File: config.mk
export PLATFORM = sky130hd
export DESIGN_NAME = disp_cmd_ctrl
export DESIGN_NICKNAME = d
export VERILOG_FILES = /design/src/rtl/disp_cmd_pkg.sv /design/src/rtl/fifo_rd_if.sv /design/src/rtl/disp_cmd_ctrl.sv
export SDC_FILE = /design/constraint.sdc
export NUM_CORES = 1
export LEC_CHECK = 0
export CELL_PAD_IN_SITES_DETAIL_PLACEMENT = 0
export CELL_PAD_IN_SITES_GLOBAL_PLACEMENT = 2
export CORE_MARGIN = 3
export CORE_UTILIZATION = 31
export CTS_CLUSTER_DIAMETER = 50
export CTS_CLUSTER_SIZE = 8
export DETAILED_ROUTE_END_ITERATION = 12
export PLACE_DENSITY = 0.66
export SYNTH_ARGS = -nofsm -noshare
export SYNTH_HDL_FRONTEND = slang
export SYNTH_SLANG_ARGS = --single-unit
File: constraint.sdc
create_clock -name clk -period 7.1 [get_ports clk]
set_clock_uncertainty 0.1 [all_clocks]
set_input_delay 1.42 -clock clk [delete_from_list [all_inputs] [get_ports clk]]
set_output_delay 1.42 -clock clk [all_outputs]
set_load 0.01 [all_outputs]
File: src/rtl/disp_cmd_pkg.sv
// Shared definitions for the display command sequencer.
//   - opcode constants for the byte command stream
//   - fetch FSM states and parser phases
//   - reset attribute, blank character and the 16-bit text cell layout
package disp_cmd_pkg;

    localparam logic [7:0] OP_SET_ROW  = 8'h01;
    localparam logic [7:0] OP_SET_COL  = 8'h02;
    localparam logic [7:0] OP_SET_ATTR = 8'h03;
    localparam logic [7:0] OP_PUT_CHAR = 8'h04;
    localparam logic [7:0] OP_CLEAR    = 8'h05;

    localparam logic [7:0] ATTR_RESET  = 8'h0F;
    localparam logic [7:0] BLANK_CHAR  = 8'h20;

    typedef enum logic [1:0] {IDLE, STROBE, RECOV, FILL} fetch_state_e;
    typedef enum logic {PH_OPC, PH_ARG} parse_phase_e;

    typedef struct packed {
        logic [7:0] attr;
        logic [7:0] ch;
    } cell_t;

endpackage

File: src/rtl/fifo_rd_if.sv
// External FIFO read interface.
// Synchronises the asynchronous active-low empty flag, generates the
// active-low read strobe (RD_WAIT cycles low, then 3 recovery cycles high)
// and latches the FIFO byte in the last strobe cycle.
// Ports:
//   clk, rst       clock, async active-high reset
//   disp_cmd_in    FIFO data, sampled only at the latch point
//   nef_in         FIFO not-empty flag (async to clk)
//   hold           blocks new reads; parks the FSM in FILL after recovery
//   disp_cmd_rd    read strobe, active-low, registered
//   byte_valid     one-cycle pulse in the first recovery cycle
//   byte_q         latched byte, valid with byte_valid
//   recov_done     high in the last recovery cycle
module fifo_rd_if
    import disp_cmd_pkg::*;
#(
    parameter int RD_WAIT = 2
) (
    input  logic       clk,
    input  logic       rst,
    input  logic [7:0] disp_cmd_in,
    input  logic       nef_in,
    input  logic       hold,
    output logic       disp_cmd_rd,
    output logic       byte_valid,
    output logic [7:0] byte_q,
    output logic       recov_done
);

    localparam int CNT_MAX = (RD_WAIT > 3) ? RD_WAIT : 3;
    localparam int CNT_W   = $clog2(CNT_MAX);
    localparam logic [CNT_W-1:0] STB_LAST = CNT_W'(RD_WAIT - 1);
    localparam logic [CNT_W-1:0] REC_LAST = CNT_W'(2);

    fetch_state_e     state_q, state_d;
    logic [CNT_W-1:0] cnt_q, cnt_d;
    logic [7:0]       byte_d;
    logic             vld_q, vld_d;
    logic             rd_q, rd_d;
    logic             nef_m_q, nef_s_q;

    always_comb begin
        state_d    = state_q;
        cnt_d      = cnt_q;
        byte_d     = byte_q;
        vld_d      = 1'b0;
        recov_done = 1'b0;
        case (state_q)
            IDLE: begin
                if (nef_s_q && !hold) begin
                    state_d = STROBE;
                    cnt_d   = '0;
                end
            end
            STROBE: begin
                if (cnt_q == STB_LAST) begin
                    byte_d  = disp_cmd_in;
                    vld_d   = 1'b1;
                    state_d = RECOV;
                    cnt_d   = '0;
                end else begin
                    cnt_d = cnt_q + 1'b1;
                end
            end
            RECOV: begin
                if (cnt_q == REC_LAST) begin
                    recov_done = 1'b1;
                    cnt_d      = '0;
                    // By now the synchroniser reflects the post-read flag, so a
                    // back-to-back read can start without an IDLE cycle.
                    if (hold)         state_d = FILL;
                    else if (nef_s_q) state_d = STROBE;
                    else              state_d = IDLE;
                end else begin
                    cnt_d = cnt_q + 1'b1;
                end
            end
            FILL: begin
                if (!hold) state_d = IDLE;
            end
            default: state_d = IDLE;
        endcase
        // Strobe comes straight from a flop so it cannot glitch on state decode.
        rd_d = (state_d != STROBE);
    end

    always_ff @(posedge clk or posedge rst) begin
        if (rst) begin
            state_q <= IDLE;
            cnt_q   <= '0;
            byte_q  <= '0;
            vld_q   <= 1'b0;
            rd_q    <= 1'b1;
            nef_m_q <= 1'b0;
            nef_s_q <= 1'b0;
        end else begin
            state_q <= state_d;
            cnt_q   <= cnt_d;
            byte_q  <= byte_d;
            vld_q   <= vld_d;
            rd_q    <= rd_d;
            nef_m_q <= nef_in;
            nef_s_q <= nef_m_q;
        end
    end

    assign disp_cmd_rd = rd_q;
    assign byte_valid  = vld_q;

endmodule

File: src/rtl/disp_cmd_ctrl.sv
// Display command sequencer: drains the command FIFO, parses the byte
// command stream, tracks cursor/attribute and writes text cells.
// Optional feature macro: DISP_CMD_CLEAR_EN (enables opcode 0x05 screen fill).
// Ports:
//   clk, rst      clock, async active-high reset
//   disp_cmd_in   FIFO data
//   nef_in        FIFO not-empty flag, async
//   disp_cmd_rd   FIFO read strobe, active-low
//   mem_we        cell write enable, single-cycle pulse
//   mem_addr      cell address row*COLS+col
//   mem_wdata     {attr, char}
//   busy          high during a clear fill
module disp_cmd_ctrl
    import disp_cmd_pkg::*;
#(
    parameter int COLS    = 80,
    parameter int ROWS    = 30,
    parameter int ADDR_W  = 12,
    parameter int RD_WAIT = 2
) (
    input  logic              clk,
    input  logic              rst,
    input  logic [7:0]        disp_cmd_in,
    input  logic              nef_in,
    output logic              disp_cmd_rd,
    output logic              mem_we,
    output logic [ADDR_W-1:0] mem_addr,
    output logic [15:0]       mem_wdata,
    output logic              busy
);

    localparam int CELLS = ROWS * COLS;
    localparam int RW    = (ROWS > 1) ? $clog2(ROWS) : 1;
    localparam int CW    = (COLS > 1) ? $clog2(COLS) : 1;
    localparam logic [ADDR_W-1:0] LAST_LIN = ADDR_W'(CELLS - 1);

    logic       byte_valid, recov_done, hold;
    logic [7:0] byte_q;

    fifo_rd_if #(.RD_WAIT(RD_WAIT)) u_rd (
        .clk         (clk),
        .rst         (rst),
        .disp_cmd_in (disp_cmd_in),
        .nef_in      (nef_in),
        .hold        (hold),
        .disp_cmd_rd (disp_cmd_rd),
        .byte_valid  (byte_valid),
        .byte_q      (byte_q),
        .recov_done  (recov_done)
    );

    parse_phase_e      phase_q, phase_d;
    logic [7:0]        opc_q, opc_d, attr_q, attr_d;
    logic [RW-1:0]     row_q, row_d;
    logic [CW-1:0]     col_q, col_d;
    logic [ADDR_W-1:0] lin_q, lin_d;
    logic              recalc_q, recalc_d;
    logic              mem_we_q, mem_we_d;
    logic [ADDR_W-1:0] mem_addr_q, mem_addr_d;
    cell_t             mem_wdata_q, mem_wdata_d;

`ifdef DISP_CMD_CLEAR_EN
    localparam int FW = ADDR_W + 1;
    localparam logic [FW-1:0] FILL_END = FW'(CELLS);
    logic          fill_pend_q, fill_pend_d, busy_q, busy_d;
    logic [FW-1:0] fill_cnt_q, fill_cnt_d;
    assign hold = fill_pend_q | busy_q;
    assign busy = busy_q;
`else
    logic unused_recov;
    assign unused_recov = recov_done;
    assign hold = 1'b0;
    assign busy = 1'b0;
`endif

    always_comb begin
        phase_d     = phase_q;
        opc_d       = opc_q;
        attr_d      = attr_q;
        row_d       = row_q;
        col_d       = col_q;
        lin_d       = lin_q;
        recalc_d    = 1'b0;
        mem_we_d    = 1'b0;
        mem_addr_d  = mem_addr_q;
        mem_wdata_d = mem_wdata_q;
`ifdef DISP_CMD_CLEAR_EN
        fill_pend_d = fill_pend_q;
        busy_d      = busy_q;
        fill_cnt_d  = fill_cnt_q;
`endif
        // Linear address is rebuilt the cycle after an explicit row/col set;
        // the next command byte is always several cycles away.
        if (recalc_q) lin_d = ADDR_W'(32'(row_q) * COLS + 32'(col_q));

        if (byte_valid) begin
            if (phase_q == PH_OPC) begin
                case (byte_q)
                    OP_SET_ROW, OP_SET_COL, OP_SET_ATTR, OP_PUT_CHAR: begin
                        phase_d = PH_ARG;
                        opc_d   = byte_q;
                    end
`ifdef DISP_CMD_CLEAR_EN
                    OP_CLEAR: fill_pend_d = 1'b1;
`endif
                    default: ;
                endcase
            end else begin
                phase_d = PH_OPC;
                case (opc_q)
                    OP_SET_ROW: if (32'(byte_q) < ROWS) begin
                        row_d    = RW'(byte_q);
                        recalc_d = 1'b1;
                    end
                    OP_SET_COL: if (32'(byte_q) < COLS) begin
                        col_d    = CW'(byte_q);
                        recalc_d = 1'b1;
                    end
                    OP_SET_ATTR: attr_d = byte_q;
                    OP_PUT_CHAR: begin
                        mem_we_d    = 1'b1;
                        mem_addr_d  = lin_q;
                        mem_wdata_d = '{attr: attr_q, ch: byte_q};
                        if (lin_q == LAST_LIN) begin
                            row_d = '0;
                            col_d = '0;
                            lin_d = '0;
                        end else if (col_q == CW'(COLS - 1)) begin
                            col_d = '0;
                            row_d = row_q + 1'b1;
                            lin_d = lin_q + 1'b1;
                        end else begin
                            col_d = col_q + 1'b1;
                            lin_d = lin_q + 1'b1;
                        end
                    end
                    default: ;
                endcase
            end
        end

`ifdef DISP_CMD_CLEAR_EN
        // Fill starts from the last recovery cycle so that the first write
        // lands in the cycle right after recovery.
        if (recov_done && fill_pend_q) begin
            fill_pend_d = 1'b0;
            busy_d      = 1'b1;
            mem_we_d    = 1'b1;
            mem_addr_d  = '0;
            mem_wdata_d = '{attr: attr_q, ch: BLANK_CHAR};
            fill_cnt_d  = FW'(1);
        end else if (busy_q) begin
            if (fill_cnt_q < FILL_END) begin
                mem_we_d   = 1'b1;
                mem_addr_d = fill_cnt_q[ADDR_W-1:0];
                fill_cnt_d = fill_cnt_q + 1'b1;
            end else begin
                busy_d = 1'b0;
                row_d  = '0;
                col_d  = '0;
                lin_d  = '0;
            end
        end
`endif
    end

    always_ff @(posedge clk or posedge rst) begin
        if (rst) begin
            phase_q     <= PH_OPC;
            opc_q       <= '0;
            attr_q      <= ATTR_RESET;
            row_q       <= '0;
            col_q       <= '0;
            lin_q       <= '0;
            recalc_q    <= 1'b0;
            mem_we_q    <= 1'b0;
            mem_addr_q  <= '0;
            mem_wdata_q <= '0;
        end else begin
            phase_q     <= phase_d;
            opc_q       <= opc_d;
            attr_q      <= attr_d;
            row_q       <= row_d;
            col_q       <= col_d;
            lin_q       <= lin_d;
            recalc_q    <= recalc_d;
            mem_we_q    <= mem_we_d;
            mem_addr_q  <= mem_addr_d;
            mem_wdata_q <= mem_wdata_d;
        end
    end

`ifdef DISP_CMD_CLEAR_EN
    always_ff @(posedge clk or posedge rst) begin
        if (rst) begin
            fill_pend_q <= 1'b0;
            busy_q      <= 1'b0;
            fill_cnt_q  <= '0;
        end else begin
            fill_pend_q <= fill_pend_d;
            busy_q      <= busy_d;
            fill_cnt_q  <= fill_cnt_d;
        end
    end
`endif

    assign mem_we    = mem_we_q;
    assign mem_addr  = mem_addr_q;
    assign mem_wdata = mem_wdata_q;

endmodule

### Yosys cells after proc, flatten, opt, wreduce, memory -nomap -nowiden

Cells that the tools add are included.

| storage, ports and cells | value |
|---|---|
| bits in registers | 87 |
| latch bits | 0 |
| memory bits (writable) | 0 |
| ROM bits | 0 |
| input bits | 11 |
| output and inout port bits | 31 |
| logic and storage cells | 93 |
| memories | 0 |

| operators by class | value |
|---|---|
| add/sub/neg operators | 5 |
| multiply operators | 1 |
| divide/modulo/power cells | 0 |
| magnitude comparators | 2 |
| equality and inequality tests | 20 |
| shift operators | 0 |
| multiplexer cells | 34 |
| bitwise operators | 1 |
| reductions and logical operators | 12 |

Operators with widths:

| operator | number |
|---|---|
| 12-bit 2-to-1 mux | 5 |
| 8-bit by 2-bit equality test with 1-bit output, second input constant | 4 |
| 7-bit 2-to-1 mux | 3 |
| 8-bit by 1-bit equality test with 1-bit output, second input constant | 2 |
| 8-bit by 3-bit equality test with 1-bit output, second input constant | 2 |
| 5-bit 2-to-1 mux | 3 |
| 7-bit case mux with 2 select lines | 1 |
| 12-bit by 1-bit adder with 12-bit output, second input constant | 1 |
| 12-bit by 7-bit adder with 12-bit output | 1 |
| 12-bit equality test, second input constant | 1 |
| 1-bit 2-to-1 mux | 12 |
| 2-bit 2-to-1 mux | 6 |
| 5-bit case mux with 2 select lines | 1 |
| 3-bit AND reduction | 3 |
| 8-bit by 5-bit less-than comparator with 1-bit output, second input constant | 1 |
| 8-bit by 7-bit less-than comparator with 1-bit output, second input constant | 1 |
| 5-bit by 3-bit multiplier with 8-bit output, second input constant | 1 |
| 2-bit case mux with 4 select lines | 1 |
| 7-bit by 1-bit adder with 7-bit output, second input constant | 1 |
| 7-bit equality test, second input constant | 1 |
| 2-bit equality test, second input constant | 3 |
| 2-bit case mux with 3 select lines | 1 |
| 5-bit by 1-bit adder with 5-bit output, second input constant | 1 |
| 5-bit AND reduction | 1 |
| other kinds (13) | 18 |

### Longest topological paths before layout

| logic depth | value |
|---|---|
| depth after elaboration | 6 |
| mapped depth | 8 |
| gate-level depth less buffers | 7 |

### Modules after synthesis

From an unflattened synthesis, not the netlist that was laid out.

| unflattened totals | value |
|---|---|
| cells, all modules | 454 |
| area total of the unflattened synthesis | 4481.8 um^2 |

By module, submodules not included:

| module | times used | cells an instance | area each (um^2) | sequential area each (um^2) |
|---|---|---|---|---|
| disp_cmd_ctrl | 1 | 388 | 3669.8 | 1781.7 |
| fifo_rd_if | 1 | 66 | 812.0 | 401.6 |

### Worst setup path before layout

Ideal clock, no wire load.

| timing path | value |
|---|---|
| kind | reg2reg |
| start | reg row_q[1] |
| end | reg lin_q[9] |
| data arrival time | 1914 ps |
| data required time | 6866 ps |
| setup slack | 4952 ps |
| stages on the path, launching flop included | 8 |
| path buffers | 0 |
| clock period less this slack | 2148 ps |
| cell sequence | dfrtp_1 > ha_1 > ha_1 > fa_1 > nand2_1 > nor3_1 > nand2b_1 > o211ai_1 |

| between the ends | value |
|---|---|
| word-level cells in the longest chain between the ends | 6 |

RTL lines:

| item | RTL line | source |
|---|---|---|
| start, declared | disp_cmd_ctrl.sv:54 | `logic [RW-1:0] row_q, row_d;` |
| start signal, assigned | disp_cmd_ctrl.sv:183 | `row_q <= row_d;` |
| 5-bit by 3-bit multiplier with 8-bit output * | disp_cmd_ctrl.sv:94 | `if (recalc_q) lin_d = ADDR_W'(32'(row_q) * COLS + 32'(col_q));` |
| 12-bit by 7-bit adder with 12-bit output * | disp_cmd_ctrl.sv:94 |  |
| 12-bit 2-to-1 mux * | disp_cmd_ctrl.sv:94 |  |
| 12-bit 2-to-1 mux | disp_cmd_ctrl.sv:110 | `case (opc_q)` |
| 12-bit 2-to-1 mux | disp_cmd_ctrl.sv:97 | `if (phase_q == PH_OPC) begin` |
| 12-bit 2-to-1 mux * | disp_cmd_ctrl.sv:96 | `if (byte_valid) begin` |
| via lin_d[9] | disp_cmd_ctrl.sv:56 | `logic [ADDR_W-1:0] lin_q, lin_d;` |
| end signal, assigned | disp_cmd_ctrl.sv:185 | `lin_q <= lin_d;` |
| end, declared | disp_cmd_ctrl.sv:56 |  |

Mark *: on every way through the listed nets, which the timed path passes. The rest lies on a longest branch.
A chain may end at the register's enable or synchronous reset.

### Final worst setup path

| timing path | value |
|---|---|
| start | reg u_rd.rd_q, in the netlist u_rd.disp_cmd_rd |
| end | out disp_cmd_rd |

RTL lines:

| item | RTL line | source |
|---|---|---|
| start, declared | fifo_rd_if.sv:39 | `logic rd_q, rd_d;` |
| start signal, assigned | fifo_rd_if.sv:101 | `rd_q <= rd_d;` |
| end, declared | disp_cmd_ctrl.sv:25 | `output logic disp_cmd_rd,` |

No word-level cell between the ends.

==> run_results.csv <==
group,metric,value,unit
status,status,"completed",
finish,fin_util,38.8,%
global_routing,grt_pass1_vias,3343,
critical_path,endpoint_kind,"primary output",
place,pre_cts_ws,3950,ps
synthesis,syn_inst,439,
timing,fmax,344,MHz
critical_path,crit_chain,"clkdlybuf4s50_1",
timing,fin_crit_sh,40.9,%
power,fin_total_pwr,1340,uW
power,powerDensity,256,mW/mm^2
synthesis,synth_nets,469,
synthesis,ys_top_cells_by_count,"nand2_1 (107), dfrtp_1 (82), o21ai_0 (24)",
cts,clk_pin_slew,60,ps
job,cap_violations,0,
synthesis,yosysTopAreaCell,"dfrtp_1",
synthesis,synth_top_cell_area_share,47.2,%
place,port_buffers,40,
finish,drive_gt1_share,10.4,%
cts,tritoncts,"done",
place,dp_hpwl,7090,um
global_routing,track_usage,14.3,%
critical_path,cp_max_fo,1,
cts,postCtsSetupBuffers,0,
timing,finalCriticalPeriod,2910,ps
timing,worstMarginPinSlew,811,ps
timing,rsz0062_at_grt,"no",
worst_hold_path,holdCritPathClass,"reg -> reg",
synthesis,synthArstFlopShare,100,%
cts,hold_buffers,0,
global_routing,grt_pass1_wl,18000,um
detailed_routing,drc_errors,0,
timing,setup_tns,0,ps
synthesis,synth_seq_cells,87,
timing,slew_headroom,45.9,%
cts,cts.sinks,87,
synthesis,synth.area.top_cells,"dfrtp_1 (47%), nand2_1 (9.2%), ha_1 (4.9%)",
critical_path,slowest_stage,"clkdlybuf4s50_1",
timing,finalWorstSetupSlack,4190,ps
synthesis,yosysWarnings,0,
critical_path,crit_type,"reg -> out",
critical_path,path_buf_inv,1,
detailed_routing,dr.pass1.iters,4,
cts,htree_levels,3,
detailed_routing,via_count,3295,
detailed_routing,drtIter0Drc,156,
floorplan,rows,42,
floorplan,fp.coreArea,0.0135,mm^2
global_routing,overflow,0,
floorplan,die_w,124,um
synthesis,ys.flop_type,"dfrtp_1",
timing,finalMaxSlewViolations,0,
synthesis,syn_area,0.00435,mm^2
finish,nets,506,
timing,hold_viol,0,
power,leakage,0.00236,uW
place,dpl_cell_area,0.00491,mm^2
synthesis,synth_most_common_cell,"nand2_1",
critical_path,cp-start-kind,"flip-flop",
detailed_routing,post_drt_wl_per_cell,15.9,um
cts,cts_made_buffers,9,
detailed_routing,drt_wl_total,10500,um
global_routing,antenna_found_initial,0,
power,ir_worst_vdd,0.000155,V
finish,fin_area,0.00523,mm^2
cts,worstSkewPairLatency,350,ps
floorplan,initial_core_util,32.3,%
synthesis,avgSynthCellArea,9.90,um^2
cts,cts_resized,0,
cts,root_buffer,"clkbuf_16",
floorplan,die-area,0.0155,mm^2
detailed_routing,viasPerCell,5.02,
timing,setup_violations,0,
place,gp_congestion,0.760,
finish,area_growth,20.2,%
detailed_routing,ant_nets,0,
critical_path,cpLargestDelayFamily,"buffers and inverters",
global_routing,grt_start_max_net_pins,62,
synthesis,synth_edf_count,0,
critical_path,slowest_delay,530,ps
floorplan,ioPinCount,42,
synthesis,synth.distinct_cells,63,
cts,clockBufferDepth,2,
critical_path,required,5580,ps
critical_path,arrival,1390,ps
finish,diodes,0,
floorplan,die_h,124,um
synthesis,yosysSeqAreaShare,50.2,%
registers in the layout, summed over array words and instances (netlist names):
name              count
attr_q                8
col_q                 7
lin_q                12
mem_addr             12
mem_wdata            16
mem_we                1
opc_q                 8
phase_q               1
recalc_q              1
row_q                 5
u_rd.byte_q           8
u_rd.byte_valid       1
u_rd.cnt_q            2
u_rd.disp_cmd_rd      1
u_rd.nef_m_q          1
u_rd.nef_s_q          1
u_rd.state_q          2
per-stage QoR:
step	instances	hold slack (ps)
final	657	256
after CTS	657	258
after global routing	657	281
after floorplan	439	231
after detailed placement	641	244
after global placement	641	234
where the power goes:
group          total (uW)  leakage, uW  switching [uW]  internal, uW
Clock                 511     0.000150             202           309
Combinational         209      0.00104             106           103
Sequential            618      0.00117            78.3           539
Total                1340      0.00236             386           952
area by class of cell:
cell class                      instances  area (um^2)
Tap cell                              176          220
Fill cell                            1396         8230
Clock buffer                           11          233
Inverter                               18         68.8
Multi-Input combinational cell        317         2020
Timing Repair Buffer                   43          423
Sequential cell                        87         2180
Clock inverter                          5         81.3
kinds of logic after synthesis:
family | count (synthesis) | share of synthesized area, %
muxes | 20 | 5.12
DFF | 87 | 50.2
xor gates and xnor gates | 8 | 1.61
AOI/OAI and AO/OA | 88 | 13.7
and+or+nand+nor | 181 | 20.1
buffers and inverters | 35 | 3.40
other | 1 | 0.0862
adders and majority gates | 19 | 5.81
per-layer routing:
layer / up-vias / global-route usage [%] / wire, um
met5: - / 0 / 0
met4: 0 / 3.48 / 74
met3: 6 / 4.12 / 358
met2: 49 / 23.2 / 5060
met1: 1616 / 19.0 / 4980
li1: 1624 / - / -
worst register-to-register path, delay by kind of cell, from the launching register on:
family	cells	cell delay [ps]
AO/OA/AOI/OAI	2	480
buffers and inverters	3	760
flip-flops	1	440
AND/OR/NAND/NOR	3	800
layout by cell type (no fill, tap or decap), types with 5 or more instances in the layout:
cell type          n
xnor2_1            7
clkbuf_16          9
dfstp_2            5
nand2_1          107
nor2_1            14
dfrtp_1           82
nand3_1           10
clkdlybuf4s50_1   40
o22ai_1            8
o21ai_0           24
a21oi_1           17
inv_1             17
nor3_1            11
mux2_2            18
and3_1             5
ha_1              17
and2_1             6
worst paths after layout:
path	startpoint	to	slack, ps	cells after the start
min reg2reg	u_rd.nef_m_q$_DFF_PP0_	u_rd.nef_s_q$_DFF_PP0_	260	0
max in group asynchronous	rst	mem_addr[4]$_DFFE_PP0P_	4420	3
max	u_rd.disp_cmd_rd$_DFF_PP1_	disp_cmd_rd	4190	1
min in group asynchronous	rst	u_rd.cnt_q[0]$_DFFE_PP0P_	1310	2
min	u_rd.nef_m_q$_DFF_PP0_	u_rd.nef_s_q$_DFF_PP0_	260	0
max reg2reg	opc_q[0]$_DFFE_PP0P_	lin_q[3]$_DFF_PP0_	4420	8
(Power assumes the default switching activity.)
